## src/rtl/clock_div_prog.sv

```systemverilog
// clock_div_prog: multi-channel programmable clock divider.
// Each channel divides clk_in by a runtime-loadable ratio D (2 .. 2^CNT_W-1)
// with a 50% duty cycle; odd D adds a half-cycle via a negedge flop.
// Ratio changes and stop requests only take effect at period boundaries.
//
// Ports:
//   clk_in   - source clock
//   rst_n    - asynchronous active-low reset
//   div_val  - requested ratio, channel i uses [i*CNT_W +: CNT_W]
//   load     - per-channel pulse capturing its div_val slice
//   ch_en    - per-channel run enable (level)
//   clk_out  - divided clocks
//   strobe   - one clk_in-cycle pulse at each clk_out rising edge
//   running  - channel actively dividing
//   div_err  - sticky: a load with div_val < 2 was rejected
//   sync_in  - (only with CLKDIV_SYNC_EN) realigns all running channels
//
// Optional feature macro: CLKDIV_SYNC_EN
module clock_div_prog #(
  parameter int NUM_CH  = 4,
  parameter int CNT_W   = 8,
  parameter int DEF_DIV = 2
) (
  input  logic                    clk_in,
  input  logic                    rst_n,
  input  logic [NUM_CH*CNT_W-1:0] div_val,
  input  logic [NUM_CH-1:0]       load,
  input  logic [NUM_CH-1:0]       ch_en,
  output logic [NUM_CH-1:0]       clk_out,
  output logic [NUM_CH-1:0]       strobe,
  output logic [NUM_CH-1:0]       running,
  output logic [NUM_CH-1:0]       div_err
`ifdef CLKDIV_SYNC_EN
  ,
  input  logic                    sync_in
`endif
);

  typedef enum logic {
    STOPPED = 1'b0,
    RUN     = 1'b1
  } run_state_e;

  localparam logic [CNT_W-1:0] ONE = CNT_W'(1);
  localparam logic [CNT_W-1:0] TWO = CNT_W'(2);
  localparam logic [CNT_W-1:0] DEF = CNT_W'(DEF_DIV);

  for (genvar i = 0; i < NUM_CH; i++) begin : g_ch
    run_state_e       state_q, state_d;
    logic [CNT_W-1:0] div_q, div_d;
    logic [CNT_W-1:0] pend_q, pend_d;
    logic [CNT_W-1:0] cnt_q, cnt_d;
    logic [CNT_W-1:0] div_in;
    logic             pend_v_q, pend_v_d;
    logic             pos_q, pos_d;
    logic             neg_q;
    logic             strobe_q, strobe_d;
    logic             err_q, err_d;
    logic             at_wrap;
    logic             boundary;
    logic             sync_hit;

    assign div_in  = div_val[i*CNT_W +: CNT_W];
    assign at_wrap = (cnt_q == div_q - ONE);

`ifdef CLKDIV_SYNC_EN
    assign sync_hit = sync_in && (state_q == RUN);
`else
    assign sync_hit = 1'b0;
`endif

    // While stopped every edge is a boundary: the counter is parked at
    // div_q-1, so a start simply behaves like a normal wrap.
    assign boundary = (state_q == STOPPED) || at_wrap || sync_hit;

    always_ff @(posedge clk_in or negedge rst_n) begin
      if (!rst_n) begin
        state_q  <= STOPPED;
        div_q    <= DEF;
        pend_q   <= DEF;
        pend_v_q <= 1'b0;
        cnt_q    <= DEF - ONE;
        pos_q    <= 1'b0;
        strobe_q <= 1'b0;
        err_q    <= 1'b0;
      end else begin
        state_q  <= state_d;
        div_q    <= div_d;
        pend_q   <= pend_d;
        pend_v_q <= pend_v_d;
        cnt_q    <= cnt_d;
        pos_q    <= pos_d;
        strobe_q <= strobe_d;
        err_q    <= err_d;
      end
    end

    always_comb begin
      state_d = state_q;
      unique case (state_q)
        STOPPED: if (ch_en[i]) state_d = RUN;
        RUN:     if (at_wrap && !ch_en[i]) state_d = STOPPED;
        default: state_d = STOPPED;
      endcase
    end

    always_comb begin
      div_d    = div_q;
      pend_d   = pend_q;
      pend_v_d = pend_v_q;
      err_d    = err_q;

      // Apply uses the pending value from before this edge; a load on the
      // same edge becomes pending for the next boundary.
      if (boundary && pend_v_q) begin
        div_d    = pend_q;
        pend_v_d = 1'b0;
      end

      if (load[i]) begin
        if (div_in >= TWO) begin
          pend_d   = div_in;
          pend_v_d = 1'b1;
        end else begin
          err_d = 1'b1;
        end
      end

      if (!boundary) begin
        cnt_d = cnt_q + ONE;
      end else if ((state_d == RUN) && !sync_hit) begin
        cnt_d = '0;
      end else begin
        cnt_d = div_d - ONE;
      end

      // floor(D/2) is the posedge high time for both even and odd D.
      pos_d    = (cnt_d < (div_d >> 1));
      strobe_d = (cnt_d == '0);
    end

    always_ff @(negedge clk_in or negedge rst_n) begin
      if (!rst_n) neg_q <= 1'b0;
      else        neg_q <= div_q[0] & pos_q;
    end

    assign clk_out[i] = pos_q | neg_q;
    assign strobe[i]  = strobe_q;
    assign running[i] = (state_q == RUN);
    assign div_err[i] = err_q;
  end

endmodule

```

## config.mk

```make
export PLATFORM = sky130hd
export DESIGN_NAME = clock_div_prog
export DESIGN_NICKNAME = d
export VERILOG_FILES = /design/src/rtl/clock_div_prog.sv
export SDC_FILE = /design/constraint.sdc
export NUM_CORES = 1
export LEC_CHECK = 0
export ABC_AREA = 1
export BUFFER_PORTS_ARGS = -buffer_cell sky130_fd_sc_hd__buf_2
export CORE_MARGIN = 4
export CORE_UTILIZATION = 30
export DETAILED_ROUTE_END_ITERATION = 16
export SYNTH_ARGS = -nofsm -noshare
export SYNTH_HDL_FRONTEND = slang
export SYNTH_SLANG_ARGS = --single-unit
```

## constraint.sdc

```tcl
create_clock -name clk_in -period 3.38 [get_ports clk_in]
set_clock_uncertainty 0.2 [all_clocks]
set_input_delay 0.338 -clock clk_in [delete_from_list [all_inputs] [get_ports clk_in]]
set_output_delay 0.338 -clock clk_in [all_outputs]
set_load 0.01 [all_outputs]
```

==> impl_metrics.ini, run 1 <==
[outcome]
status = finished with violations
violations = setup timing

[sta]
setup_violations = 2
slew_viol_final = 0
tns_ns = -0.0471
relSlewSlack = 0.541
tightestPinTransition_ns = 0.689
fin_ws_ns = -0.0310
rsz0062_at_grt = yes
finalHoldViolations = 0
finalCritPeriodShare = 1.01
timing.fmax_mhz = 293
min_period_ns = 3.41

[cells_and_area]
nets = 1284
layout_commonest_cell = nand2_1
multi_input_area_um2 = 4390
antennaDiodeCount = 0
seq_area_um2 = 3020
fillers = 2396
final_cells = 1547
syn_to_final_growth_pct = 40.3
layout-drive-gt1-share = 0.332
layout_common_cells = nand2_1, buf_4, inv_1, dfrtp_1, nand3_1

[route]
dr.first_iter.drc_count = 368
wire_per_inst_um = 12.9
drt-pass1-iter-count = 5
vias_per_cell = 4.52
drtAntennaViolNets = 0
route.vias.total = 6993
finalWirelength_um = 19900
drcViolationCount = 0

[critical_path]
cp-start-kind = flip-flop
crit_family = simple AND/OR/NAND/NOR gates
critPathMaxStageDelay_ns = 0.54
cpMostUsedCell = nand2_2
critical_path_required_ns = 3.52
crit_cells = 26
worst_ep_arrival_time_ns = 3.55
cp-end-kind = flip-flop
cp_slowest_cell = dfstp_2
worst-path-buf-inv = 3
crit_type = flip-flop to flip-flop
rr_worst_depth = 26
crit_fanout = 5

[synth]
synth_warnings = 0
synth-edff-count = 0
ys_seq_area_frac = 0.399
syn-cell-area_um2 = 7570
synth.distinct_cells = 40
synth_ff_type = dfrtp_1
netlist_instances = 987
synth_nets = 1061
ys_async_sr_fraction = 1.00
avgSynthCellArea_um2 = 7.67
yosys_register_bits = 120

[floorplanning]
core_area_um2 = 24600
start_util = 0.308
core.rowCount = 57
ios = 58
die-height_um = 167
die-area_um2 = 27800
die_x_um = 167

[grt]
grtUsageTotal = 0.144
grt_max_degree = 54
grt_pass1_wl_um = 33200
grt_pass1_vias = 6928
overflow = 0
antenna_found_initial = 0

[clock_network]
cts_buffer_depth = 2
path_clk_slew_ns = 0.06
cts_root_buf = clkbuf_16
cts_tree = built
worst_skew_pair.late_latency_ns = 0.41
cts_inserted_buffers = 17
h-tree-depth = 4
clock-sinks = 120

[placed_design]
place.gp.congestion = 0.888
dpl.hpwl_um = 14100
pre_cts_ws_ns = -0.173
io_buffer_count = 57
placedCellCount = 1427

[hold_path]
hold_depth = 3
hp-class = primary input to flip-flop

[power]
p_per_area_nw_per_um2 = 975
p_leak_nw = 5.23
peakVddDrop_mv = 0.478

[run]
drv_cap = 0
[final cells by class]
class,count,share of cell area
Clock buffer,23,0.0450
Clock inverter,9,0.00707
Inverter,130,0.0464
Multi-Input combinational cell,713,0.413
Sequential cell,120,0.284
Tap cell,324,0.0382
Timing Repair Buffer,228,0.166
[power by group]
| group | internal [mW] | switching (mW) |
|---|---|---|
| Combinational | 2.88 | 3.27 |
| Sequential | 1.98 | 0.501 |
| Clock | 1.06 | 0.665 |
| Total | 5.92 | 4.44 |
[worst min-delay path, stage by stage]
cell     delay (ns)
buf_2          0.07
inv_1          0.03
nand2_1        0.13
[path summary, 6_finish.rpt]
check	start	to	slack, ns
setup reg to reg	g_ch[1].div_q[1]	g_ch[1].pos_q	-0.03
setup / recovery	g_ch[1].div_q[1]	g_ch[1].pos_q	-0.03
min in group asynchronous	rst_n	g_ch[3].err_q	0.18
max in group asynchronous	rst_n	g_ch[2].neg_q	0.88
hold / removal	ch_en[3]	g_ch[3].state_q	0.01
hold reg to reg	g_ch[1].err_q	g_ch[1].err_q	0.26
[cell families (layout without fill, tap and decap cells)]
family,Yosys count,count (layout),share of synthesized area
simple gates,551,551,0.327
buf+inv,154,390,0.0878
flops,120,120,0.399
compound gates,67,67,0.0567
xor+xnor,49,49,0.0567
fa+ha+maj,32,32,0.0529
mux,14,14,0.0208
[stage by stage]
stage | total power [mW] | hold slack [ns] | utilization | instance area (um2)
3_5_place_dp | 7.43 | 0.0845 | 0.355 | 8730
6_report | 10.4 | 0.0147 | 0.432 | 10600
5_1_grt | 11.4 | 0.0142 | 0.432 | 10600
4_1_cts | 9.54 | 0.000366 | 0.408 | 10000
3_3_place_gp | 7.36 | 0.0680 | 0.355 | 8730
2_1_floorplan | 5.81 | -0.158 | - | 7580
[routing by layer]
| layer | wire (um) | GRT usage |
|---|---|---|
| met4 | 374 | 0.0384 |
| met3 | 616 | 0.0329 |
| met2 | 10100 | 0.252 |
| met1 | 8850 | 0.180 |
| met5 | 0 | 0 |
[flip-flops by register name, indices dropped and copies added (netlist names)]
register / cells
g_ch.cnt_q: 32
g_ch.div_q: 32
g_ch.err_q: 4
g_ch.neg_q: 4
g_ch.pend_q: 32
g_ch.pend_v_q: 4
g_ch.pos_q: 4
g_ch.state_q: 4
g_ch.strobe_q: 4
[repair_timing]
action	in CTS	in global routing
resized for setup	33	100
endpoints found under the setup margin	6	11
hold buffers	45	0
endpoints found under the hold margin	54	0
pin swaps	25	71
setup buffers	17	27
[synth_stat cells (2+ instances only)]
| cell | count | area, um2 |
|---|---|---|
| or2_2 | 12 | 75.1 |
| clkbuf_1 | 4 | 15.0 |
| inv_1 | 114 | 428 |
| o21ai_2 | 5 | 43.8 |
| a21oi_2 | 2 | 17.5 |
| dfstp_2 | 12 | 315 |
| nand3b_1 | 12 | 90.1 |
| inv_2 | 13 | 48.8 |
| nand3_1 | 107 | 536 |
| nand4_1 | 6 | 37.5 |
| nor2_2 | 13 | 81.3 |
| xnor2_1 | 19 | 166 |
| o21ai_1 | 11 | 55.1 |
| o21ai_4 | 4 | 65.1 |
| dfrtn_1 | 4 | 100 |
| or2_0 | 2 | 12.5 |
| dfrtp_1 | 104 | 2600 |
| clkinv_1 | 3 | 11.3 |
| nor3_1 | 3 | 15.0 |
| buf_6 | 5 | 56.3 |
| o21bai_1 | 3 | 22.5 |
| nand2_4 | 9 | 101 |
| mux2_2 | 14 | 158 |
| a21oi_1 | 23 | 115 |
| xor2_1 | 30 | 263 |
| nor4_1 | 4 | 25.0 |
| nor2_1 | 86 | 323 |
| o21ai_0 | 14 | 70.1 |
| nand3_2 | 3 | 30.0 |
| o21a_1 | 2 | 15.0 |
| nand2_1 | 277 | 1040 |
| buf_2 | 3 | 15.0 |
| ha_1 | 32 | 400 |
| buf_4 | 12 | 90.1 |
| nand2_2 | 15 | 93.8 |
Power figures use the tool's default switching activity.
==> run 2: changes to the inputs <==
- HOLD_SLACK_MARGIN: unset -> 0.06
==> run 2 against run 1 <==
The flow still finishes with violations (setup timing). Utilization increased by 0.16 points. Worst hold slack improved by 0.16 ns. Register-to-register slack about the same. Sequential power about the same. Setup slack got worse by 0.0029 ns. Clock power about the same. Largest power group unchanged. Highest routed layer unchanged. Maximum frequency about the same. Critical path type unchanged.
==> impl_metrics.ini, run 2 (same netlist as run 1, synthesis figures left out) <==
[placed_design]
place_area_um2 = 8730
place.gp.congestion = 0.888
io_buffer_count = 57
placedCellCount = 1427
dpl.hpwl_um = 14100

[cells_and_area]
final_cells = 1551
largestRegisters = g_ch.cnt_q: 32 flops, g_ch.div_q: 32 flops, g_ch.pend_q: 32 flops
layout_commonest_cell = nand2_1
fin_area_um2 = 10700
utilization = 0.433
layout_common_cells = nand2_1, buf_4, inv_1, dfrtp_1, nand3_1
layout-drive-gt1-share = 0.331
antennaDiodeCount = 0
syn_to_final_growth_pct = 40.8
nets = 1288

[sta]
timing.fmax_mhz = 293
setup_violations = 2
relSlewSlack = 0.537
finalHoldViolations = 0
fin_ws_ns = -0.0340
slew_viol_final = 0
finalCritPeriodShare = 1.01
min_period_ns = 3.41
rsz0062_at_grt = yes
tightestPinTransition_ns = 0.694

[outcome]
status = finished with violations
violations = setup timing

[clock_network]
path_clk_slew_ns = 0.06
cts_tree = built
cts_buffer_depth = 2
cts_root_buf = clkbuf_16
h-tree-depth = 4
worst_skew_pair.late_latency_ns = 0.42
clock-sinks = 120
cts_inserted_buffers = 17

[floorplanning]
die_x_um = 167
core.rowCount = 57
die-area_um2 = 27800
core_area_um2 = 24600
start_util = 0.308
ios = 58
die-height_um = 167

[power]
p_leak_nw = 5.25
peakVddDrop_mv = 0.480
p_per_area_nw_per_um2 = 972

[route]
drcViolationCount = 0
dr.first_iter.drc_count = 377
vias_per_cell = 4.50
wire_per_inst_um = 12.9
drt-pass1-iter-count = 5
drtAntennaViolNets = 0
finalWirelength_um = 20000
route.vias.total = 6978

[critical_path]
cp_slowest_cell = dfstp_2
cp-start-kind = flip-flop
reg2reg_to = g_ch[1].pos_q
worst_ep_arrival_time_ns = 3.56
crit_type = flip-flop to flip-flop
critPathMaxStageDelay_ns = 0.54
r2r-start = g_ch[1].div_q[1]
r2r_slack_ns = -0.03
cp-end-kind = flip-flop
rr_worst_depth = 26
cpMostUsedCell = nand2_2
critical_path_required_ns = 3.53
crit_fanout = 5

[grt]
grt_pass1_wl_um = 33300
grt_max_degree = 54
grtUsageTotal = 0.145
overflow = 0
grt_pass1_vias = 6948
antenna_found_initial = 0

[run]
drv_cap = 0

[hold_path]
hp-class = primary input to asynchronous set/reset pin
-- run 2: where the power goes --
group / total (mW) / internal [mW] / switching (mW) / leakage (nW)
clock network: 1.73 / 1.06 / 0.668 / 0.272
logic: 6.16 / 2.89 / 3.27 / 3.59
registers: 2.47 / 1.98 / 0.499 / 1.39
-- run 2: what timing repair did --
item                       4_1_cts  5_1_grt
setup endpoints to repair        6       11
hold endpoints to repair        70        0
hold buffers                    49        0
gates cloned                     0        0
pin swaps                       25       71
buffers inserted                17       27
resized for setup               33      100
-- run 2: worst max-delay path by stage --
stage	from	endpoint	slack [ns]	cells after the start
after floorplan	g_ch[1].div_q[0]	g_ch[1].pos_q	0.02	27
after global placement	g_ch[0].div_q[1]	g_ch[0].pos_q	-0.09	25
after detailed placement	g_ch[1].div_q[1]	g_ch[1].pos_q	-0.17	26
after CTS	g_ch[1].div_q[1]	g_ch[1].pos_q	-0.03	26
after global routing	g_ch[2].div_q[1]	g_ch[2].pos_q	-0.26	24
final	g_ch[1].div_q[1]	g_ch[1].pos_q	-0.03	26
-- run 2: cell type report --
class	instances	area, um2
repair buffers	232	1800
inverters	130	493
clock buffers	23	478
well taps	324	405
fillers	2398	13900
flip-flops and latches	120	3020
clock inverters	9	75.1
multi-input cells	713	4390
-- run 2: stage by stage --
| step | hold slack, ns | worst slack (ns) | total power [mW] | setup TNS [ns] |
|---|---|---|---|---|
| 2_1_floorplan | -0.158 | 0.0171 | 5.81 | 0 |
| 3_3_place_gp | 0.0680 | -0.0887 | 7.36 | -0.154 |
| 3_5_place_dp | 0.0845 | -0.173 | 7.43 | -0.358 |
| 4_1_cts | 0.177 | -0.0311 | 9.54 | -0.0398 |
| 5_1_grt | 0.206 | -0.261 | 11.4 | -1.13 |
| 6_report | 0.175 | -0.0340 | 10.4 | -0.0508 |
-- run 2: layer usage --
| metal | vias up | track usage | part of all wire |
|---|---|---|---|
| li1 | 3577 | - | - |
| met1 | 3275 | 0.180 | 0.45 |
| met2 | 101 | 0.253 | 0.51 |
| met3 | 25 | 0.0329 | 0.031 |
| met4 | 0 | 0.0384 | 0.017 |
| met5 | - | 0 | 0 |
-- run 2: worst max-delay path: cells and delay by family, from the launching register on --
| family | cells | cell delay, ns |
|---|---|---|
| and+or+nand+nor | 18 | 1.52 |
| adders and majority gates | 3 | 0.59 |
| DFF | 1 | 0.54 |
| AOI/OAI and AO/OA | 1 | 0.22 |
| buffers and inverters | 3 | 0.17 |
| xor gates and xnor gates | 1 | 0.12 |
